**src/rtl/if_fetch.sv**
```systemverilog
// Instruction-fetch stage.
// Owns the fetch PC and issues one word read at a time to the instruction
// memory, predicting PC+4 (static not-taken). Returned words are handed to
// decode through an output register (O) backed by a one-entry skid buffer (S).
// A redirect from EX flushes O and S and restarts fetch at the new target.
module if_fetch #(
  parameter logic [31:0] RESET_PC = 32'h0000_0060
) (
  input  logic        clk,
  input  logic        rst,
  output logic        imem_read,
  output logic [31:0] imem_addr,
  input  logic        imem_resp,
  input  logic [31:0] imem_rdata,
  input  logic        redirect,
  input  logic [31:0] redirect_pc,
  input  logic        id_ready,
  output logic        if_valid,
  output logic [31:0] if_pc,
  output logic [31:0] if_instruction,
  output logic [31:0] if_pc_next
);

  // IDLE: nothing outstanding. BUSY: live request outstanding.
  // DISCARD: request outstanding whose data is stale after a redirect.
  typedef enum logic [1:0] {
    IDLE    = 2'd0,
    BUSY    = 2'd1,
    DISCARD = 2'd2
  } state_e;

  state_e      state_q, state_d;
  logic [31:0] fetch_pc_q, fetch_pc_d;
  logic        imem_read_q, imem_read_d;
  logic [31:0] imem_addr_q, imem_addr_d;

  // Output register O
  logic        o_valid_q, o_valid_d;
  logic [31:0] o_pc_q, o_pc_d;
  logic [31:0] o_instr_q, o_instr_d;
  logic [31:0] o_pc_next_q, o_pc_next_d;

  // Skid buffer S (always older than any response arriving alongside it)
  logic        s_valid_q, s_valid_d;
  logic [31:0] s_pc_q, s_pc_d;
  logic [31:0] s_instr_q, s_instr_d;

  logic [31:0] target_pc;
  logic        accept;
  logic        drain;
  logic        o_free;

  // Word-align the redirect target; the low two bits carry no meaning.
  assign target_pc = redirect_pc & ~32'h0000_0003;

  // A response is only live in BUSY and is dropped when a redirect coincides.
  assign accept = (state_q == BUSY) && imem_resp && !redirect;
  assign drain  = o_valid_q && id_ready;
  assign o_free = !o_valid_q || drain;

  // Output register / skid buffer steering: redirect flushes both; otherwise
  // O refills from S first, then from an accepted response.
  always_comb begin
    // NOTE: every signal written in this block gets its hold value first so
    // no path through the if/else tree leaves it unassigned (no latch).
    o_valid_d   = o_valid_q;
    o_pc_d      = o_pc_q;
    o_instr_d   = o_instr_q;
    o_pc_next_d = o_pc_next_q;
    s_valid_d   = s_valid_q;
    s_pc_d      = s_pc_q;
    s_instr_d   = s_instr_q;

    if (redirect) begin
      o_valid_d = 1'b0;
      s_valid_d = 1'b0;
    end else if (o_free) begin
      if (s_valid_q) begin
        o_valid_d   = 1'b1;
        o_pc_d      = s_pc_q;
        o_instr_d   = s_instr_q;
        o_pc_next_d = s_pc_q + 32'd4;
        // S moves into O, so a same-edge response can take S's place.
        s_valid_d   = accept;
        if (accept) begin
          s_pc_d    = imem_addr_q;
          s_instr_d = imem_rdata;
        end
      end else if (accept) begin
        o_valid_d   = 1'b1;
        o_pc_d      = imem_addr_q;
        o_instr_d   = imem_rdata;
        o_pc_next_d = imem_addr_q + 32'd4;
      end else begin
        o_valid_d = 1'b0;
      end
    end else if (accept) begin
      // O is full and stalled: park the response in S.
      s_valid_d = 1'b1;
      s_pc_d    = imem_addr_q;
      s_instr_d = imem_rdata;
    end
  end

  // Request FSM: issues a new request only when S will have room for its data.
  always_comb begin
    state_d     = state_q;
    fetch_pc_d  = fetch_pc_q;
    imem_read_d = imem_read_q;
    imem_addr_d = imem_addr_q;

    if (redirect) begin
      fetch_pc_d = target_pc;
    end

    case (state_q)
      IDLE: begin
        if (!s_valid_d) begin
          imem_read_d = 1'b1;
          imem_addr_d = fetch_pc_d;
          state_d     = BUSY;
        end else begin
          imem_read_d = 1'b0;
        end
      end
      BUSY: begin
        if (imem_resp) begin
          if (redirect) begin
            // Response dropped; restart at the target without leaving BUSY.
            imem_addr_d = target_pc;
          end else begin
            fetch_pc_d = imem_addr_q + 32'd4;
            if (!s_valid_d) begin
              imem_addr_d = imem_addr_q + 32'd4;
            end else begin
              imem_read_d = 1'b0;
              state_d     = IDLE;
            end
          end
        end else if (redirect) begin
          // The in-flight request cannot be cancelled; wait it out.
          state_d = DISCARD;
        end
      end
      DISCARD: begin
        if (imem_resp) begin
          imem_addr_d = fetch_pc_d;
          state_d     = BUSY;
        end
      end
      default: begin
        imem_read_d = 1'b0;
        state_d     = IDLE;
      end
    endcase
  end

  // FSM and request registers.
  always_ff @(posedge clk or negedge rst) begin
    if (!rst) begin
      state_q     <= IDLE;
      fetch_pc_q  <= RESET_PC;
      imem_read_q <= 1'b0;
      imem_addr_q <= 32'h0;
    end else begin
      // NOTE: sequential state uses non-blocking assignments so every flop
      // samples the pre-edge values, independent of statement order.
      state_q     <= state_d;
      fetch_pc_q  <= fetch_pc_d;
      imem_read_q <= imem_read_d;
      imem_addr_q <= imem_addr_d;
    end
  end

  // Output register and skid buffer.
  always_ff @(posedge clk or negedge rst) begin
    if (!rst) begin
      // NOTE: the data fields are reset too, because if_pc/if_instruction are
      // visible outputs with defined reset values (and S is only 2 words).
      o_valid_q   <= 1'b0;
      o_pc_q      <= 32'h0;
      o_instr_q   <= 32'h0;
      o_pc_next_q <= 32'h4;
      s_valid_q   <= 1'b0;
      s_pc_q      <= 32'h0;
      s_instr_q   <= 32'h0;
    end else begin
      o_valid_q   <= o_valid_d;
      o_pc_q      <= o_pc_d;
      o_instr_q   <= o_instr_d;
      o_pc_next_q <= o_pc_next_d;
      s_valid_q   <= s_valid_d;
      s_pc_q      <= s_pc_d;
      s_instr_q   <= s_instr_d;
    end
  end

  assign imem_read      = imem_read_q;
  assign imem_addr      = imem_addr_q;
  assign if_valid       = o_valid_q;
  assign if_pc          = o_pc_q;
  assign if_instruction = o_instr_q;
  assign if_pc_next     = o_pc_next_q;

endmodule

```
**config.mk**
```make
export PLATFORM = sky130hd
export DESIGN_NAME = if_fetch
export DESIGN_NICKNAME = d
export VERILOG_FILES = /design/src/rtl/if_fetch.sv
export SDC_FILE = /design/constraint.sdc
export NUM_CORES = 1
export LEC_CHECK = 0
export ABC_CLOCK_PERIOD_IN_PS = 3000
export CAP_MARGIN = 20
export CORE_MARGIN = 3
export CORE_UTILIZATION = 53
export CTS_CLUSTER_DIAMETER = 200
export DETAILED_ROUTE_END_ITERATION = 10
export PLACE_DENSITY = 0.91
export SLEW_MARGIN = 20
export SYNTH_ARGS = -nofsm -noshare
export SYNTH_HDL_FRONTEND = slang
export SYNTH_SLANG_ARGS = --single-unit
```
**constraint.sdc**
```tcl
create_clock -name clk -period 3 [get_ports clk]
set_input_delay 0.45 -clock clk [delete_from_list [all_inputs] [get_ports clk]]
set_output_delay 0.45 -clock clk [all_outputs]
set_load 0.005 [all_outputs]
```
==> metrics.txt <==
status=finished, final reports clean; largest net degree at the start of global routing=106; YS warnings=0; GR Layer Usage met2=0.432; Reg2Reg Capture Point=if_pc_next[28]; power per standard cell area=826 nW/um^2; hold path startpoint=redirect; gr ovfl total=0; Fin Setup TNS=0 ns; via count=9987; GPL Wtd Cong=0.891; initial antenna violation count=0; Routed Antenna Nets=0; GR Util met1=0.381; Worst-Skew Late Latency=0.52 ns; Longest Clk Path Bufs=3; Hold EP=if_valid; Worst path depth=6; Fin. Hold Viols=0; Data required, critical path=3.38 ns; top post-synthesis cells by area=dfrtp_1 49%, mux2i_1 7.1%, o21ai_0 6.9%; die area=23300 um^2; Top FF cell, synth=dfrtp_1; Num CTS Buffers=24; number of flops mapped to enable cells by yosys=0; Cells on Worst Hold Path=2; fmax=0.368 GHz; area share of the largest cell type after synthesis=0.493; type of origin of the critical path=register; static leakage=6.04 nW; Worst EP arrival=3.10 ns; Slew Limit Fails=0; CP Capture Type=register; DRT iter0 DRCs=1162; Post-CTS Resized=0; Seq/Total Area, Yosys=0.499; gr usage total=0.271; max-cap violation count=0; # clock sinks=227; Net Count, Synth=1240; CP peak stage delay=0.85 ns; Post-Syn Instances=1169; unrepaired setup endpoints after global routing=no; crit-path cells=ha_1 -> nand3_2 -> or4_1 -> o31a_1 -> o21ai_0 -> o211ai_1; delay-heaviest family, CP=simple AND/OR/NAND/NOR gates; Post-synth ARST share=1.00; Hold Crit Class=input pin to register; Slew headroom=0.245; WHS=0.289 ns; Critical path buffers and inverters=0; total wirelength of the detailed-routed design=32500 um; Final min period=2.72 ns; Netlist cell types=63; final core area utilization=0.704; number of global-route vias before repair=9626; P_int=0.00818 W; WL per Instance=20.1 um; TritonCTS clock tree=done; #FFs+latches synth=227; Synth Area per Inst=9.74 um^2; critical path class=register to register; Place WS=0.416 ns; CTS Hold Buffers Added=1; # nets final=1405; worst reg-to-reg setup slack=0.28 ns; Post-route DRC=0; gr busiest metal=met2; Synth area leader=dfrtp_1; Final Power=0.0120 W; worst r2r path cells=6; DR vias/cell=6.16; first-pass iteration count of the detailed router=8; Final period util=0.907; first-pass GRT wire length=52200 um; I/O pin cnt=199; Ant. Diodes=0; Rows=52; Root Driver=clkbuf_16; worst r2r src=s_pc_q[2]; Die Wd=153 um; sequential share of power=0.419; layout cells sized above 1=0.107; switching share of power=0.320; combinational power share=0.307; Core Area=20700 um^2; mapped cell area=11400 um^2; die extent in y=153 um; Max VDD drop=0.366 mV; Clock power frac=0.274; setup violators final=0; Net Switching=0.00386 W; initial cell density of the core=0.550; CTS clk-pin slew, worst paths=0.06 ns; Clock Skews=0.0145 ns; Slew @ Worst Pin=1.13 ns; Synth top cells by count=224 x dfrtp_1, 176 x nand2_1, 157 x o21ai_0, 81 x mux2i_1, 75 x clkbuf_1; I/O Buffers=196; Slowest-stage cell, CP=or4_1; area grow syn2layout=28.0%; GRT met3 Usage=0.0531; H-tree Lvls=1; most frequent cell after synthesis=dfrtp_1; post-route setup slack=0.280 ns; Worst Path Max Fanout=14; DP HPWL=22400 um; Post-CTS Setup Inserts=0
[area by class of cell]
class / instances / area [um^2]
multi-input cells: 831 / 5260
clock inverters: 8 / 165
clock buffers: 36 / 727
fillers: 1435 / 6120
inverters: 18 / 67.6
repair buffers: 232 / 2320
flip-flops and latches: 227 / 5690
well taps: 270 / 338
[worst max path at each step]
| stage | start | endpoint |
|---|---|---|
| 2_1_floorplan | s_pc_q[2] | if_pc_next[26] |
| 3_3_place_gp | imem_resp | imem_addr[3] |
| 3_5_place_dp | imem_resp | imem_addr[3] |
| 4_1_cts | s_pc_q[2] | if_pc_next[28] |
| 5_1_grt | s_pc_q[2] | if_pc_next[28] |
| 6_report | s_pc_q[2] | if_pc_next[28] |
[kinds of logic (layout without fill, tap and decap cells)]
| group | after synthesis | in the layout | synth area share |
|---|---|---|---|
| adders and majority gates | 2 | 2 | 0.00220 |
| xor gates and xnor gates | 42 | 42 | 0.0323 |
| and+or+nand+nor | 361 | 361 | 0.150 |
| buffers and inverters | 111 | 294 | 0.0381 |
| DFF | 227 | 227 | 0.499 |
| AOI/OAI and AO/OA | 289 | 289 | 0.151 |
| muxes | 137 | 137 | 0.127 |
[power by group through the flow]
stage / clock network, W / logic (W) / registers (W)
after floorplan: 0 / 0.00172 / 0.00478
after global placement: 0 / 0.00352 / 0.00496
after detailed placement: 0 / 0.00365 / 0.00505
after CTS: 0.00333 / 0.00370 / 0.00501
after global routing: 0.00347 / 0.00401 / 0.00517
final: 0.00330 / 0.00370 / 0.00505
[through the flow]
step / cell area (um^2) / cells
after floorplan: 11400 / 1169
after global placement: 13700 / 1577
after detailed placement: 13700 / 1577
after CTS: 14600 / 1622
after global routing: 14600 / 1622
final: 14600 / 1622
[routing by layer]
metal  routed length [um]  up-vias  share of wire
li1                     -     4507              -
met3                 3310       85           0.10
met4                 1060        0          0.033
met1                13200     4763           0.40
met2                15000      632           0.46
met5                    0        -              0
[state kept, by name, indices dropped and copies added (netlist names)]
name            flops
if_valid            1
fetch_pc_q         32
s_pc_q             32
imem_addr          32
if_instruction     32
if_pc              32
state_q             2
s_instr_q          32
if_pc_next         30
s_valid_q           1
imem_read           1
[placed cells by master (no fill, tap or decap), drive strengths merged, types with 19 or more instances in the layout]
master	Yosys	layout
o21ai	157	157
nand2	176	176
nor2	54	54
nor4	20	20
a21oi	34	34
buf	17	37
clkdlybuf4s50	0	194
xor2	23	23
xnor2	19	19
clkbuf	76	36
nand3	30	30
dfrtp	224	224
o211ai	29	29
mux2i	81	81
mux2	56	56
Power figures use the tool's default switching activity.
